$ cat src/rtl/uart_tx_arbiter.sv
// rtl/uart_tx_arbiter.sv - round-robin arbiter feeding 1-4 byte words, MSB first, to a UART transmitter
module uart_tx_arbiter #(
  parameter int TIMEOUT = 50000
) (
  input  logic        clk,
  input  logic        rst_n,
  input  logic        req0,
  input  logic        req1,
  input  logic [31:0] data0,
  input  logic [31:0] data1,
  input  logic [1:0]  len0,
  input  logic [1:0]  len1,
  output logic        ack0,
  output logic        ack1,
  output logic [7:0]  tx_byte,
  output logic        tx_start,
  input  logic        tx_done,
  output logic        busy,
  output logic        grant,
  output logic        err_timeout
);

  typedef enum logic [1:0] {S_IDLE, S_START, S_WAIT, S_ACK} state_t;

  localparam logic [19:0] TMO_LAST = 20'(TIMEOUT - 1);

  state_t      r_state;
  state_t      w_next;
  logic [31:0] r_shift;
  logic [1:0]  r_len;
  logic [1:0]  r_cnt;
  logic [19:0] r_tmo;
  logic        r_grant;
  logic        r_last;
  logic        r_err;
  logic [7:0]  r_byte;
  logic        w_any;
  logic        w_win;
  logic        w_last_byte;
  logic        w_tmo_hit;

  assign w_any       = req0 | req1;
  // On a tie the requester not served last wins; a lone request always wins.
  assign w_win       = (req0 & req1) ? ~r_last : req1;
  assign w_last_byte = (r_cnt == r_len);
  assign w_tmo_hit   = (r_tmo == TMO_LAST);

  always_ff @(posedge clk or negedge rst_n) begin
    if (!rst_n) begin
      r_state <= S_IDLE;
    end else begin
      r_state <= w_next;
    end
  end

  always_comb begin
    w_next = r_state;
    case (r_state)
      S_IDLE: begin
        if (w_any) w_next = S_START;
      end
      S_START: w_next = S_WAIT;
      S_WAIT: begin
        // tx_done takes priority over the timeout terminal count
        if (tx_done) w_next = w_last_byte ? S_ACK : S_START;
        else if (w_tmo_hit) w_next = S_ACK;
      end
      S_ACK:   w_next = S_IDLE;
      default: w_next = S_IDLE;
    endcase
  end

  always_ff @(posedge clk or negedge rst_n) begin
    if (!rst_n) begin
      r_shift <= '0;
      r_len   <= '0;
      r_cnt   <= '0;
      r_tmo   <= '0;
      r_grant <= 1'b0;
      r_last  <= 1'b1;
      r_err   <= 1'b0;
      r_byte  <= 8'h00;
    end else begin
      case (r_state)
        S_IDLE: begin
          if (w_any) begin
            r_grant <= w_win;
            r_shift <= w_win ? data1 : data0;
            r_len   <= w_win ? len1 : len0;
            r_cnt   <= '0;
            r_tmo   <= '0;
            r_err   <= 1'b0;
          end
        end
        S_START: r_byte <= r_shift[31:24];
        S_WAIT: begin
          if (tx_done) begin
            if (!w_last_byte) begin
              r_shift <= {r_shift[23:0], 8'h00};
              r_cnt   <= r_cnt + 2'd1;
              r_tmo   <= '0;
            end
          end else begin
            r_tmo <= r_tmo + 20'd1;
            if (w_tmo_hit) r_err <= 1'b1;
          end
        end
        S_ACK:   r_last <= r_grant;
        default: ;
      endcase
    end
  end

  assign tx_start    = (r_state == S_START);
  assign tx_byte     = tx_start ? r_shift[31:24] : r_byte;
  assign busy        = (r_state != S_IDLE);
  assign ack0        = (r_state == S_ACK) & ~r_grant;
  assign ack1        = (r_state == S_ACK) & r_grant;
  assign grant       = r_grant;
  assign err_timeout = r_err;

endmodule

$ cat config.mk
export PLATFORM = sky130hd
export DESIGN_NAME = uart_tx_arbiter
export DESIGN_NICKNAME = d
export VERILOG_FILES = /design/src/rtl/uart_tx_arbiter.sv
export SDC_FILE = /design/constraint.sdc
export NUM_CORES = 1
export LEC_CHECK = 0
export ABC_AREA = 1
export ABC_CLOCK_PERIOD_IN_PS = 1600
export CORE_MARGIN = 5
export CORE_UTILIZATION = 30
export CTS_CLUSTER_SIZE = 40
export DETAILED_ROUTE_END_ITERATION = 6
export PLACE_DENSITY = 0.54
export REMOVE_ABC_BUFFERS = 1
export SETUP_SLACK_MARGIN = 0.2
export SLEW_MARGIN = 30
export SYNTH_ARGS = -nofsm -noshare
export SYNTH_HDL_FRONTEND = slang
export SYNTH_SLANG_ARGS = --single-unit
export TNS_END_PERCENT = 50
$ cat constraint.sdc
create_clock -name clk -period 1.6 [get_ports clk]
set_input_delay 0.32 -clock clk [delete_from_list [all_inputs] [get_ports clk]]
set_output_delay 0.32 -clock clk [all_outputs]
set_load 0.01 [all_outputs]
==> results of run 1 <==
[through the flow]
stage	power (mW)	utilization	setup TNS, ns
3_3_place_gp	7.11	0.403	-15.01
5_1_grt	11.4	0.462	-2.75
2_1_floorplan	5.04	-	-204.98
4_1_cts	9.88	0.446	-0.685
6_report	10.7	0.462	-0.537
3_5_place_dp	7.20	0.403	-17.89
[registers in the layout, indices dropped and copies added (netlist names)]
signal and cells:
grant 1, r_state 2, err_timeout 1, r_last 1
r_byte 8, r_shift 32, r_cnt 2, r_tmo 20
r_len 2
[per-layer routing]
metal | wire length [um] | share of wire | track usage | up-vias
met5 | 0 | 0 | 0 | -
met4 | 208 | 0.017 | 0.0574 | 0
met3 | 528 | 0.042 | 0.0271 | 14
met2 | 5950 | 0.48 | 0.256 | 94
met1 | 5820 | 0.47 | 0.204 | 1950
li1 | - | - | - | 2148
[worst max-delay path, delay by kind of cell, from the launching register on]
family	cells	cell delay (ns)
and+or+nand+nor	3	0.34
buffers and inverters	7	0.84
DFF	1	0.41
[cells by family after synthesis]
kind of cell             synth area share
AND/OR/NAND/NOR                     0.348
XOR/XNOR                          0.00436
AO/OA/AOI/OAI                       0.122
buffers and inverters              0.0925
flip-flops                          0.430
adder cells (fa/ha/maj)           0.00311
[where the power goes]
part | total (mW) | switching (mW) | internal, mW
clock network | 1.88 | 0.827 | 1.05
registers | 2.82 | 0.436 | 2.39
logic | 5.97 | 3.26 | 2.71
[area by class of cell]
type                    count  area (sq um)
clock buffers               9           225
multi-input cells         431          2210
flip-flops and latches     69          1730
repair buffers            141          1410
fillers                  1356          7100
well taps                 176           220
clock inverters             7          52.6
inverters                  59           239
[timing repair]
| action | 4_1_cts | 5_1_grt |
|---|---|---|
| hold buffers | 1 | 0 |
| pin swaps | 47 | 21 |
| resized for setup | 148 | 35 |
| hold endpoints to repair | 18 | 0 |
| gates cloned | 1 | 3 |
| setup endpoints to repair | 68 | 72 |
| setup buffers | 11 | 3 |
[Yosys cell counts (3+ instances only)]
cell type | instances | area, sq um
sky130_fd_sc_hd__buf_4 | 3 | 22.5
sky130_fd_sc_hd__inv_1 | 52 | 195
sky130_fd_sc_hd__nand2_1 | 228 | 856
sky130_fd_sc_hd__buf_6 | 4 | 45.0
sky130_fd_sc_hd__dfrtp_1 | 68 | 1700
sky130_fd_sc_hd__nand2_2 | 3 | 18.8
sky130_fd_sc_hd__inv_2 | 5 | 18.8
sky130_fd_sc_hd__buf_2 | 6 | 30.0
sky130_fd_sc_hd__clkbuf_1 | 11 | 41.3
sky130_fd_sc_hd__nor2_1 | 31 | 116
sky130_fd_sc_hd__o21ai_0 | 73 | 365
sky130_fd_sc_hd__nand3_1 | 45 | 225
sky130_fd_sc_hd__nand4_1 | 26 | 163
sky130_fd_sc_hd__buf_1 | 3 | 11.3
sky130_fd_sc_hd__a21oi_1 | 12 | 60.1
[placed cells by master (no fill, tap or decap), types with 2 or more instances in the layout]
master / count
sky130_fd_sc_hd__buf_4: 35
sky130_fd_sc_hd__buf_12: 6
sky130_fd_sc_hd__nand3_2: 4
sky130_fd_sc_hd__o21ai_2: 13
sky130_fd_sc_hd__nand2_2: 38
sky130_fd_sc_hd__xnor2_1: 2
sky130_fd_sc_hd__clkinv_4: 6
sky130_fd_sc_hd__a21oi_2: 2
sky130_fd_sc_hd__nor2_1: 26
sky130_fd_sc_hd__nand2_1: 182
sky130_fd_sc_hd__inv_2: 4
sky130_fd_sc_hd__inv_1: 51
sky130_fd_sc_hd__nand3_1: 40
sky130_fd_sc_hd__o21ai_1: 7
sky130_fd_sc_hd__dlygate4sd2_1: 4
sky130_fd_sc_hd__nor2_2: 4
sky130_fd_sc_hd__dfrtp_2: 2
sky130_fd_sc_hd__buf_2: 8
sky130_fd_sc_hd__nor2_4: 2
sky130_fd_sc_hd__buf_6: 13
sky130_fd_sc_hd__dfrtp_1: 66
sky130_fd_sc_hd__nand4_1: 26
sky130_fd_sc_hd__nand2_4: 10
sky130_fd_sc_hd__clkinv_2: 2
sky130_fd_sc_hd__clkdlybuf4s50_1: 69
sky130_fd_sc_hd__clkbuf_16: 11
sky130_fd_sc_hd__buf_8: 2
sky130_fd_sc_hd__o21ai_0: 54
sky130_fd_sc_hd__a21oi_1: 10
[path summary, 6_finish.rpt]
path	from	endpoint	slack, ns	cells past startpoint
max	r_state[1]$_DFFE_PN0P_	r_byte[2]$_DFF_PN0_	-0.08	10
min	rst_n	r_tmo[18]$_DFFE_PN0P_	0.43	2
max reg2reg	r_state[1]$_DFFE_PN0P_	r_byte[2]$_DFF_PN0_	-0.08	10
min reg2reg	r_shift[5]$_DFFE_PN0P_	r_shift[5]$_DFFE_PN0P_	0.47	2
max in group asynchronous	rst_n	r_shift[9]$_DFFE_PN0P_	0.65	3
min in group clk	r_shift[5]$_DFFE_PN0P_	r_shift[5]$_DFFE_PN0P_	0.47	2
==> results.sh, run 1 <==
export IMPL_critical_path_cell_chain="nor2_4 -> clkinv_4 -> nand2_1 -> nand2_2 -> buf_4 -> buf_4 -> buf_4 -> buf_4 -> buf_4 -> buf_4"
export IMPL_cts_root_buffer="sky130_fd_sc_hd__clkbuf_16"
export IMPL_drc_violation_count_after_routing=0
export IMPL_first_global_vias=4180
export IMPL_final_min_period_over_clock_period=1.05
export IMPL_postRouteWirelength_mm=12.5
export IMPL_worst_path_largest_cell_delay_ns=0.41
export IMPL_placedInstanceArea_sq_um=5310
export IMPL_numCtsBuffers=9
export IMPL_area_growth_synth_to_final_pct=51.5
export IMPL_num_nets_final=785
export IMPL_number_of_synthesized_register_bits=69
export IMPL_timing_critical_path_mode_cell="sky130_fd_sc_hd__buf_4"
export IMPL_gpl_final_weighted_congestion=0.874
export IMPL_worst_path_max_fanout=9
export IMPL_yosysWarnings=0
export IMPL_initial_core_util=0.305
export IMPL_buffer_ports_inserted=86
export IMPL_detailed_place_hpwl_mm=8.73
export IMPL_diodes=0
export IMPL_placedCellCount=857
export IMPL_htreeDepth=3
export IMPL_violated_checks="negative setup slack"
export IMPL_fin_hold_ws_ns=0.435
export IMPL_synth_async_reset_ratio=1.00
export IMPL_route_antenna_remaining_nets=0
export IMPL_fin_crit_ns=1.68
export IMPL_avgViaCountPerCell=4.72
export IMPL_antenna_found_initial=0
export IMPL_cts_sinks=69
export IMPL_std_cell_rows=42
export IMPL_finalWorstSetupSlack_ns=-0.0826
export IMPL_report_final_setup_viol=10
export IMPL_avgSynthCellArea_sq_um=6.86
export IMPL_dp_worst_setup_slack_ns=-0.410
export IMPL_netlist_instances=586
export IMPL_worstPathRequired_ns=1.84
export IMPL_drt_iter0_drc=184
export IMPL_avgRoutedWirePerCell_um=14.0
export IMPL_synth_ff_type="sky130_fd_sc_hd__dfrtp_1"
export IMPL_placeableCoreArea_sq_um=13200
export IMPL_finish_cell_count_without_fillers=892
export IMPL_critPathLaunchType="register"
export IMPL_die_area_sq_um=15800
export IMPL_design_area_sq_um=6090
export IMPL_critical_path_slowest_cell="sky130_fd_sc_hd__dfrtp_1"
export IMPL_vdd_ir_drop_worst_mv=1.01
export IMPL_timing_hold_violations_final=0
export IMPL_cap_viol_max_count=0
export IMPL_status="finished with violations"
export IMPL_grt_overflow_total=0
export IMPL_grt_start_max_net_pins=53
export IMPL_global_route_usage_total=0.155
export IMPL_power_density_cell_area_nw_per_um2=1750
export IMPL_wire_length_of_the_first_global_routing_pass_mm=20.2
export IMPL_top_level_ports=87
export IMPL_cts_path_max_buffers=2
export IMPL_dieHeight_um=126
export IMPL_fin_worst_skew_ns=0.00563
export IMPL_max_slew_margin=0.774
export IMPL_tritoncts="done"
export IMPL_synth_lib_cells_used_distinct=29
export IMPL_clock_insertion_delay_at_the_later_pin_of_the_skew_report_ns=0.34
export IMPL_holdCritPathClass="in -> async"
export IMPL_setup_worst_path_end_class="register"
export IMPL_rsz0062_at_grt="true"
export IMPL_synth_area_sq_um=4020
export IMPL_via_count=4206
export IMPL_critPathArrivalTime_ns=1.92
export IMPL_fmax_ghz=0.594
export IMPL_worst_setup_path_type="reg -> reg"
export IMPL_synth_sequential_area_ratio=0.430
export IMPL_drive_above_1_share=0.240
export IMPL_final_max_slew_violation_count=0
export IMPL_p_leak_nw=2.86
export IMPL_path_clk_slew_ns=0.06
export IMPL_synth_edf_count=0
export IMPL_die_x_extent_um=126
export IMPL_drt_first_pass_iters=4
export IMPL_worst_slew_pin_tran_ns=0.338
No activity file was read; power rests on OpenSTA's default activity.
==> inputs of run 2 (changes only) <==
--- a/config.mk
+++ b/config.mk
@@ -9,6 +9,7 @@
 export ABC_CLOCK_PERIOD_IN_PS = 1600
 export CORE_MARGIN = 5
 export CORE_UTILIZATION = 30
+export CTS_BUF_LIST = sky130_fd_sc_hd__clkbuf_2
 export CTS_CLUSTER_SIZE = 40
 export DETAILED_ROUTE_END_ITERATION = 6
 export PLACE_DENSITY = 0.54
==> results.sh, run 2 (same netlist as run 1, synthesis figures left out) <==
export IMPL_finalWorstSetupSlack_ns=-0.322
export IMPL_placeableCoreArea_sq_um=13200
export IMPL_cts_sinks=69
export IMPL_drt_first_pass_iters=4
export IMPL_area_growth_synth_to_final_pct=43.7
export IMPL_global_route_usage_total=0.154
export IMPL_switchingPower_mw=4.06
export IMPL_final_min_period_over_clock_period=1.20
export IMPL_power_share_switching=0.442
export IMPL_path_clk_slew_ns=0.22
export IMPL_dieHeight_um=126
export IMPL_design_area_sq_um=5770
export IMPL_status="finished with violations"
export IMPL_worst_slew_pin_tran_ns=0.347
export IMPL_seqCellArea_sq_um=1730
export IMPL_violated_checks="negative setup slack"
export IMPL_rsz0062_at_grt="true"
export IMPL_drc_violation_count_after_routing=0
export IMPL_placedInstanceArea_sq_um=5310
export IMPL_power_total_mw=9.20
export IMPL_fin_worst_skew_ns=0.0259
export IMPL_route_antenna_remaining_nets=0
export IMPL_largest_registers="r_shift (32), r_tmo (20), r_byte (8)"
export IMPL_p_int_mw=5.14
export IMPL_htreeDepth=3
export IMPL_cts_root_buffer="sky130_fd_sc_hd__clkbuf_2"
export IMPL_top_level_ports=87
export IMPL_report_final_setup_viol=60
export IMPL_mostFrequentLayoutCells="211 x sky130_fd_sc_hd__nand2_1, 71 x sky130_fd_sc_hd__clkdlybuf4s50_1, 66 x sky130_fd_sc_hd__dfrtp_1"
export IMPL_detailed_place_hpwl_mm=8.73
export IMPL_drive_above_1_share=0.201
export IMPL_pwr_share_seq=0.297
export IMPL_holdCritPathClass="in -> async"
export IMPL_layout_core_utilization=0.438
export IMPL_worstPathRequired_ns=2.06
export IMPL_numCtsBuffers=9
export IMPL_max_flop_register="r_shift"
export IMPL_max_slew_margin=0.769
export IMPL_multiInputGateArea_sq_um=2070
export IMPL_critPathArrivalTime_ns=2.38
export IMPL_regToRegEndpoint="r_byte[2]$_DFF_PN0_"
export IMPL_tritoncts="done"
export IMPL_p_leak_nw=2.73
export IMPL_fill_cells=1385
export IMPL_combPwrFrac=0.603
export IMPL_grt_overflow_total=0
export IMPL_avgViaCountPerCell=4.64
export IMPL_cap_viol_max_count=0
export IMPL_dp_worst_setup_slack_ns=-0.410
export IMPL_critPathLaunchType="register"
export IMPL_critPathLaunch="r_state[1]$_DFFE_PN0P_"
export IMPL_initial_core_util=0.305
export IMPL_gpl_final_weighted_congestion=0.874
export IMPL_drt_iter0_drc=202
export IMPL_power_density_cell_area_nw_per_um2=1590
export IMPL_critical_path_reg2reg_startpoint="r_state[1]$_DFFE_PN0P_"
export IMPL_largest_reg_flops=32
export IMPL_first_global_vias=4138
export IMPL_setup_worst_path_end="r_byte[2]$_DFF_PN0_"
export IMPL_cts_path_max_buffers=2
export IMPL_die_x_extent_um=126
export IMPL_timing_reg2reg_worst_path_depth=12
export IMPL_postRouteWirelength_mm=12.4
export IMPL_worst_path_max_fanout=9
export IMPL_grt_start_max_net_pins=53
export IMPL_worst_setup_path_type="reg -> reg"
export IMPL_setup_worst_path_end_class="register"
export IMPL_avgRoutedWirePerCell_um=13.8
export IMPL_wire_length_of_the_first_global_routing_pass_mm=20.0
export IMPL_clock_insertion_delay_at_the_later_pin_of_the_skew_report_ns=0.54
export IMPL_most_common_library_cell_in_the_layout_ignoring_fill_and_taps="sky130_fd_sc_hd__nand2_1"
export IMPL_buffer_ports_inserted=86
export IMPL_std_cell_rows=42
export IMPL_antenna_found_initial=1
export IMPL_num_nets_final=789
export IMPL_timing_hold_violations_final=0
export IMPL_via_count=4166
export IMPL_fin_crit_ns=1.92
export IMPL_fmax_ghz=0.520
export IMPL_die_area_sq_um=15800
export IMPL_p_clk_frac=0.100
export IMPL_worst_case_register_to_register_setup_slack_ns=-0.32
export IMPL_final_max_slew_violation_count=0
export IMPL_vdd_ir_drop_worst_mv=0.842
## run 2: cell count changes in the layout (fill, tap and decap cells not counted), moves of 6 or more
| cell | delta |
|---|---|
| sky130_fd_sc_hd__buf_4 | +6 |
| sky130_fd_sc_hd__nand2_1 | +29 |
| sky130_fd_sc_hd__clkbuf_2 | +9 |
| sky130_fd_sc_hd__clkbuf_16 | -10 |
| sky130_fd_sc_hd__nand2_4 | -8 |
| sky130_fd_sc_hd__nand2_2 | -21 |
## run 2: how the worst min path moves through the flow
stage	slack (ns)	to	start	cells past startpoint
after global routing	0.19	r_byte[2]$_DFF_PN0_	rst_n	2
after CTS	0.16	r_tmo[18]$_DFFE_PN0P_	rst_n	2
final	0.21	r_tmo[18]$_DFFE_PN0P_	rst_n	2
after global placement	0.25	r_tmo[18]$_DFFE_PN0P_	rst_n	1
after floorplan	0.02	err_timeout$_DFFE_PN0P_	rst_n	0
after detailed placement	0.25	r_tmo[10]$_DFFE_PN0P_	rst_n	1
## run 2: routing by layer
layer,up-vias,share of wire,wire [um],global-route usage
li1,2151,-,-,-
met1,1916,0.48,5890,0.207
met2,83,0.47,5830,0.253
met3,16,0.033,408,0.0191
met4,0,0.020,250,0.0593
met5,-,0,0,0
## run 2: through the flow
| stage | std cells | TNS, ns | hold slack, ns |
|---|---|---|---|
| after floorplan | 559 | -204.98 | 0.0244 |
| after global placement | 857 | -15.01 | 0.249 |
| after detailed placement | 857 | -17.89 | 0.249 |
| after CTS | 888 | -4.00 | 0.163 |
| after global routing | 897 | -12.66 | 0.194 |
| final | 897 | -7.81 | 0.209 |
## run 2: repair_timing
| action | in CTS | in global routing |
|---|---|---|
| hold endpoints to repair | 69 | 0 |
| cloned | 2 | 2 |
| pin swaps | 21 | 5 |
| hold buffers | 1 | 0 |
| buffers inserted | 12 | 6 |
| gates resized for setup | 116 | 20 |
| endpoints found under the setup margin | 66 | 74 |
## run 2: layout make-up
cell class / count / share of cell area
Inverter: 59 / 0.0412
Antenna cell: 1 / 0.000433
Clock buffer: 9 / 0.00780
Clock inverter: 7 / 0.00910
Tap cell: 176 / 0.0381
Multi-Input combinational cell: 431 / 0.358
Timing Repair Buffer: 145 / 0.246
Sequential cell: 69 / 0.300
## run 2: worst max-delay path: stages, from the launching register on
cell and delay (ns):
sky130_fd_sc_hd__dfrtp_1 0.45, sky130_fd_sc_hd__nor2_4 0.19, sky130_fd_sc_hd__clkinv_4 0.11, sky130_fd_sc_hd__nand2_1 0.09
sky130_fd_sc_hd__nand2_2 0.05, sky130_fd_sc_hd__buf_4 0.13, sky130_fd_sc_hd__buf_4 0.12, sky130_fd_sc_hd__buf_4 0.12
sky130_fd_sc_hd__buf_4 0.12, sky130_fd_sc_hd__buf_4 0.12, sky130_fd_sc_hd__buf_4 0.12, sky130_fd_sc_hd__buf_4 0.12
sky130_fd_sc_hd__buf_4 0.12
## run 2: power by group through the flow
stage / logic, mW / registers [mW] / clock network (mW)
after floorplan: 2.37 / 2.67 / 0
after global placement: 4.37 / 2.74 / 0
after detailed placement: 4.46 / 2.74 / 0
after CTS: 5.09 / 2.72 / 0.955
after global routing: 6.14 / 2.80 / 1.03
final: 5.55 / 2.73 / 0.918
